File: src/rtl/split.sv
`default_nettype none
// +--------------------------------------------------------------------------+
// | split: word-to-chunk serializer, least significant chunk first.          |
// | Optional SPLIT_PREFETCH_EN adds a one-word holding buffer.               |
// | Revision: 1.0                                                            |
// +--------------------------------------------------------------------------+
module split #(
  parameter int DATAW_IN  = 32,
  parameter int DATAW_OUT = 8,
  parameter int SPLIT_NUM = 4,
  parameter int SPLIT_LEN = 2
) (
  input  logic                 clk,
  input  logic                 rst,
  input  logic [DATAW_IN-1:0]  din,
  input  logic                 din_valid,
  output logic                 din_ready,
  output logic [DATAW_OUT-1:0] dout,
  output logic                 dout_valid,
  input  logic                 dout_ready,
  output logic                 busy
);

  localparam logic [0:0] c_st_idle = 1'b0;
  localparam logic [0:0] c_st_send = 1'b1;
  localparam logic [SPLIT_LEN-1:0] c_last_idx = SPLIT_LEN'(SPLIT_NUM - 1);

  logic [0:0]           r_state;
  logic [0:0]           w_state_nxt;
  logic [SPLIT_LEN-1:0] r_idx;
  logic [SPLIT_LEN-1:0] w_idx_nxt;
  logic [DATAW_IN-1:0]  r_word;
  logic [DATAW_IN-1:0]  w_word_nxt;
  logic [DATAW_OUT-1:0] r_dout;
  logic [DATAW_OUT-1:0] w_chunk_nxt;
  logic                 w_din_hs;
  logic                 w_dout_hs;
  logic                 w_last_hs;
  logic                 w_buf_full;

  assign w_din_hs  = din_valid & din_ready;
  assign w_dout_hs = dout_valid & dout_ready;
  assign w_last_hs = w_dout_hs & (r_idx == c_last_idx);
  assign dout      = r_dout;

`ifdef SPLIT_PREFETCH_EN
  logic [DATAW_IN-1:0] r_buf;
  logic                r_buf_full;

  assign w_buf_full = r_buf_full;

  // The buffer only fills during SEND; in IDLE din goes straight to the word register.
  always_ff @(posedge clk) begin
    if (!rst) begin
      r_buf      <= '0;
      r_buf_full <= 1'b0;
    end else if (w_last_hs && r_buf_full) begin
      if (w_din_hs) begin
        r_buf <= din;
      end else begin
        r_buf_full <= 1'b0;
      end
    end else if (w_din_hs && (r_state == c_st_send) && !w_last_hs) begin
      r_buf      <= din;
      r_buf_full <= 1'b1;
    end
  end
`else
  assign w_buf_full = 1'b0;
`endif

  // State register
  always_ff @(posedge clk) begin
    if (!rst) begin
      r_state <= c_st_idle;
    end else begin
      r_state <= w_state_nxt;
    end
  end

  // Next-state logic
  always_comb begin
    w_state_nxt = r_state;
    case (r_state)
      c_st_idle: begin
        if (w_din_hs) begin
          w_state_nxt = c_st_send;
        end
      end
      c_st_send: begin
        if (w_last_hs) begin
`ifdef SPLIT_PREFETCH_EN
          w_state_nxt = (w_buf_full || w_din_hs) ? c_st_send : c_st_idle;
`else
          w_state_nxt = c_st_idle;
`endif
        end
      end
      default: w_state_nxt = c_st_idle;
    endcase
  end

  // Output logic
  always_comb begin
    din_ready  = 1'b1;
    dout_valid = 1'b0;
    busy       = w_buf_full;
    case (r_state)
      c_st_idle: begin
        din_ready  = 1'b1;
        dout_valid = 1'b0;
      end
      c_st_send: begin
`ifdef SPLIT_PREFETCH_EN
        din_ready  = ~w_buf_full;
`else
        din_ready  = 1'b0;
`endif
        dout_valid = 1'b1;
        busy       = 1'b1;
      end
      default: begin
        din_ready  = 1'b0;
        dout_valid = 1'b0;
      end
    endcase
  end

  // Datapath next values: word register and chunk index
  always_comb begin
    w_word_nxt = r_word;
    w_idx_nxt  = r_idx;
    case (r_state)
      c_st_idle: begin
        if (w_din_hs) begin
          w_word_nxt = din;
          w_idx_nxt  = '0;
        end
      end
      c_st_send: begin
        if (w_last_hs) begin
          w_idx_nxt = '0;
`ifdef SPLIT_PREFETCH_EN
          if (w_buf_full) begin
            w_word_nxt = r_buf;
          end else if (w_din_hs) begin
            w_word_nxt = din;
          end
`endif
        end else if (w_dout_hs) begin
          w_idx_nxt = r_idx + 1'b1;
        end
      end
      default: begin
        w_word_nxt = r_word;
        w_idx_nxt  = '0;
      end
    endcase
  end

  // dout is registered: select the chunk that will be current after this edge.
  always_comb begin
    w_chunk_nxt = '0;
    for (int k = 0; k < SPLIT_NUM; k++) begin
      if (w_idx_nxt == SPLIT_LEN'(k)) begin
        w_chunk_nxt = w_word_nxt[k*DATAW_OUT +: DATAW_OUT];
      end
    end
  end

  always_ff @(posedge clk) begin
    if (!rst) begin
      r_word <= '0;
      r_idx  <= '0;
      r_dout <= '0;
    end else begin
      r_word <= w_word_nxt;
      r_idx  <= w_idx_nxt;
      r_dout <= (w_state_nxt == c_st_send) ? w_chunk_nxt : '0;
    end
  end

endmodule
`default_nettype wire

File: config.mk
export PLATFORM = sky130hd
export DESIGN_NAME = split
export DESIGN_NICKNAME = d
export VERILOG_FILES = /design/src/rtl/split.sv
export SDC_FILE = /design/constraint.sdc
export NUM_CORES = 1
export LEC_CHECK = 0
export BUFFER_PORTS_ARGS = -buffer_cell sky130_fd_sc_hd__buf_4
export CAP_MARGIN = 30
export CORE_MARGIN = 4
export CORE_UTILIZATION = 48
export CTS_CLUSTER_SIZE = 20
export DETAILED_ROUTE_END_ITERATION = 10
export PLACE_DENSITY_LB_ADDON = 0.3
export SYNTH_ARGS = -nofsm -noshare
export SYNTH_HDL_FRONTEND = slang
export SYNTH_SLANG_ARGS = --single-unit
File: constraint.sdc
create_clock -name clk -period 1.5 [get_ports clk]
set_input_delay 0.15 -clock clk [delete_from_list [all_inputs] [get_ports clk]]
set_output_delay 0.15 -clock clk [all_outputs]
set_load 0.005 [all_outputs]
==> impl_results.md <==
- Syn Nets: 279
- Max stage delay on crit path: 0.35 ns
- Final setup vio count: 8
- CP Launch Type: flip-flop
- PwrDens: 1010 mW/mm^2
- Initial core utilization: 0.497
- Diodes inserted: 0
- Yosys warns: 0
- Most frequent cells in the layout: nand2_1, buf_4, dfxtp_1
- Critical path fanouts, max: 8
- Layout cell share with drive strength beyond 1: 0.264
- Avg Inst Size Synth: 8.22 sq um
- Residual DRC: 0
- Post-route clock period utilization: 1.05
- Run status: complete, but fails checks
- Fmax: 0.637 GHz
- Clock Latency Late Sink: 0.29 ns
- DP Wirelength: 3.13 mm
- Io pins: 47
- Via/cell ratio: 5.06
- CTS tree: built
- Endpoints failing hold: 0
- Clock Skews: 0.00763 ns
- DR vias: 1,729
- Gpl congestion: 0.753
- Max-slew violations: 0
- Crit path cell chain: ha_4 > nor4bb_4 > a211oi_4 > buf_6 > mux2i_1 > a32o_1
- Total Power: 2.62 mW
- Slew HR: 0.788
- DR pass1 iterations: 4
- CP endpoint kind: flip-flop
- Area of the mapped netlist: 0.00199 sq mm
- Failing checks: setup timing
- Worst vdd ir: 745 uV
- Buf/Inv on CP: 1
- Drt initial violations: 46
- Post-synth ARST share: 0
- CTS sink cnt: 43
- # port buffers: 46
- Tmin final: 1.57 ns
- First-pass GRT wire length: 7.22 mm
- Area occupied by multi-input gates: 0.00106 sq mm
- Critical Path Slowest Stage Cell: dfxtp_2
- Hold Slack: 0.0933 ns
- Largest net degree at the start of global routing: 36
- CTS buffer count: 5
- FILL cells: 357
- Slew @ Worst Pin: 0.317 ns
- Critical path class: flip-flop to flip-flop
- Routed WL: 4.38 mm
- Post-route ant nets: 0
- WP data required: 1.69 ns
- Post-Place Cells: 331
- Setup TNS: -0.398 ns
- Core area: 0.00400 sq mm
- RSZ-0062 raised after global routing: true
- Vias in the first global route: 1,659
- Clock tree buffer depth: 2
- Post-synth EDFFs: 0
- H-tree depth: 2
- Post-route insts no fill: 342
- Total grt overflow: 0
- Pleak: 1.18 nW
- Reg area: 863 sq um
- Delay-heaviest family, CP: flip-flops
- Row cnt: 23
- Worst hold path type: input port to flip-flop
- Die Ht: 72.4 microns
- Initial antenna violation count: 0
- Commonest non-fill, non-tap cell in the layout: nand2_1
- Top FF cell, synth: dfxtp_1
- Clock Tree Root: clkbuf_8
- Tot GR Track Use: 0.176
- #FFs+latches synth: 43
- Worst-path clk slew: 0.08 ns
- Mapped Cells: 242
- Max cap viols: 0
- Total Die Area: 0.00524 sq mm
- DIE WIDTH: 72.4 microns
- P&R area growth vs syn: 30.8%
- WL per Instance: 12.8 microns
- Distinct cells, synth: 23
- Register area share after synthesis: 0.433
- WP data arrival: 1.76 ns
- PnR worst setup slack: -0.0687 ns
- Nets: 328
==> synthesized netlist by cell type (all sizes together) (3+ instances only) <==
| master | count | area (sq um) |
|---|---|---|
| nor2 | 35 | 131 |
| nand2 | 64 | 240 |
| clkbuf | 9 | 33.8 |
| inv | 3 | 11.3 |
| mux2i | 16 | 160 |
| a32o | 8 | 80.1 |
| dfxtp | 43 | 861 |
| nand2b | 9 | 56.3 |
| buf | 10 | 70.1 |
| a21boi | 32 | 240 |
| nor2b | 3 | 18.8 |
==> through the flow <==
step,util,setup slack [ns],cell area (sq um)
6_report,0.651,-0.0687,2600
3_3_place_gp,0.610,-0.432,2440
3_5_place_dp,0.610,-0.530,2440
2_1_floorplan,-,-0.0520,2000
4_1_cts,0.649,-0.0645,2600
5_1_grt,0.651,-0.130,2600
==> timing repair <==
action | CTS | global route
gates cloned | 0 | 1
gates resized for setup | 6 | 0
pin swaps | 2 | 2
hold buffers | 0 | 0
setup buffers | 2 | 0
endpoints found under the setup margin | 9 | 8
==> registers in the layout (all words and copies together), names as in the netlist <==
| register | flops |
|---|---|
| dout | 8 |
| r_idx | 2 |
| r_word | 32 |
| r_state | 1 |
==> area by class of cell <==
| cell class | instances | share of cell area |
|---|---|---|
| inverter | 3 | 0.00433 |
| clock inverter | 2 | 0.0135 |
| tap | 50 | 0.0240 |
| multi-input combinational | 177 | 0.406 |
| sequential | 43 | 0.332 |
| timing repair buffer | 61 | 0.189 |
| clock buffer | 6 | 0.0317 |
==> metal layers <==
metal,share of wire,track usage,vias to the layer above
li1,-,-,888
met1,0.42,0.208,786
met2,0.49,0.300,46
met3,0.069,0.0402,9
met4,0.024,0.0840,0
met5,0,0,-
==> logic make-up (layout without fill, tap and decap cells) <==
| kind of cell | count (synthesis) | in the layout | share of synthesized area |
|---|---|---|---|
| AO/OA/AOI/OAI | 43 | 43 | 0.172 |
| adder cells (fa/ha/maj) | 1 | 1 | 0.00629 |
| buffers and inverters | 22 | 72 | 0.0579 |
| flip-flops | 43 | 43 | 0.433 |
| multiplexers | 16 | 16 | 0.0805 |
| AND/OR/NAND/NOR | 117 | 117 | 0.250 |
==> worst min-delay path, cell delays in order <==
cell and delay [ns]:
buf_4 0.10, nand2_1 0.04, a21boi_1 0.05
==> report_power, final <==
part	internal [mW]	switching, mW
clock	0.539	0.383
combinational	0.246	0.213
sequential	1.21	0.0343
total	1.99	0.630
==> path summary, 6_finish.rpt <==
kind	start	end	slack [ns]	cells after the start
worst max register to register	r_idx[0]	dout[1]	-0.07	6
worst min-delay path	din[19]	r_word[19]	0.09	3
worst max-delay path	r_idx[0]	dout[1]	-0.07	6
worst min register to register	r_word[11]	r_word[11]	0.45	2
Power figures use the tool's default switching activity.
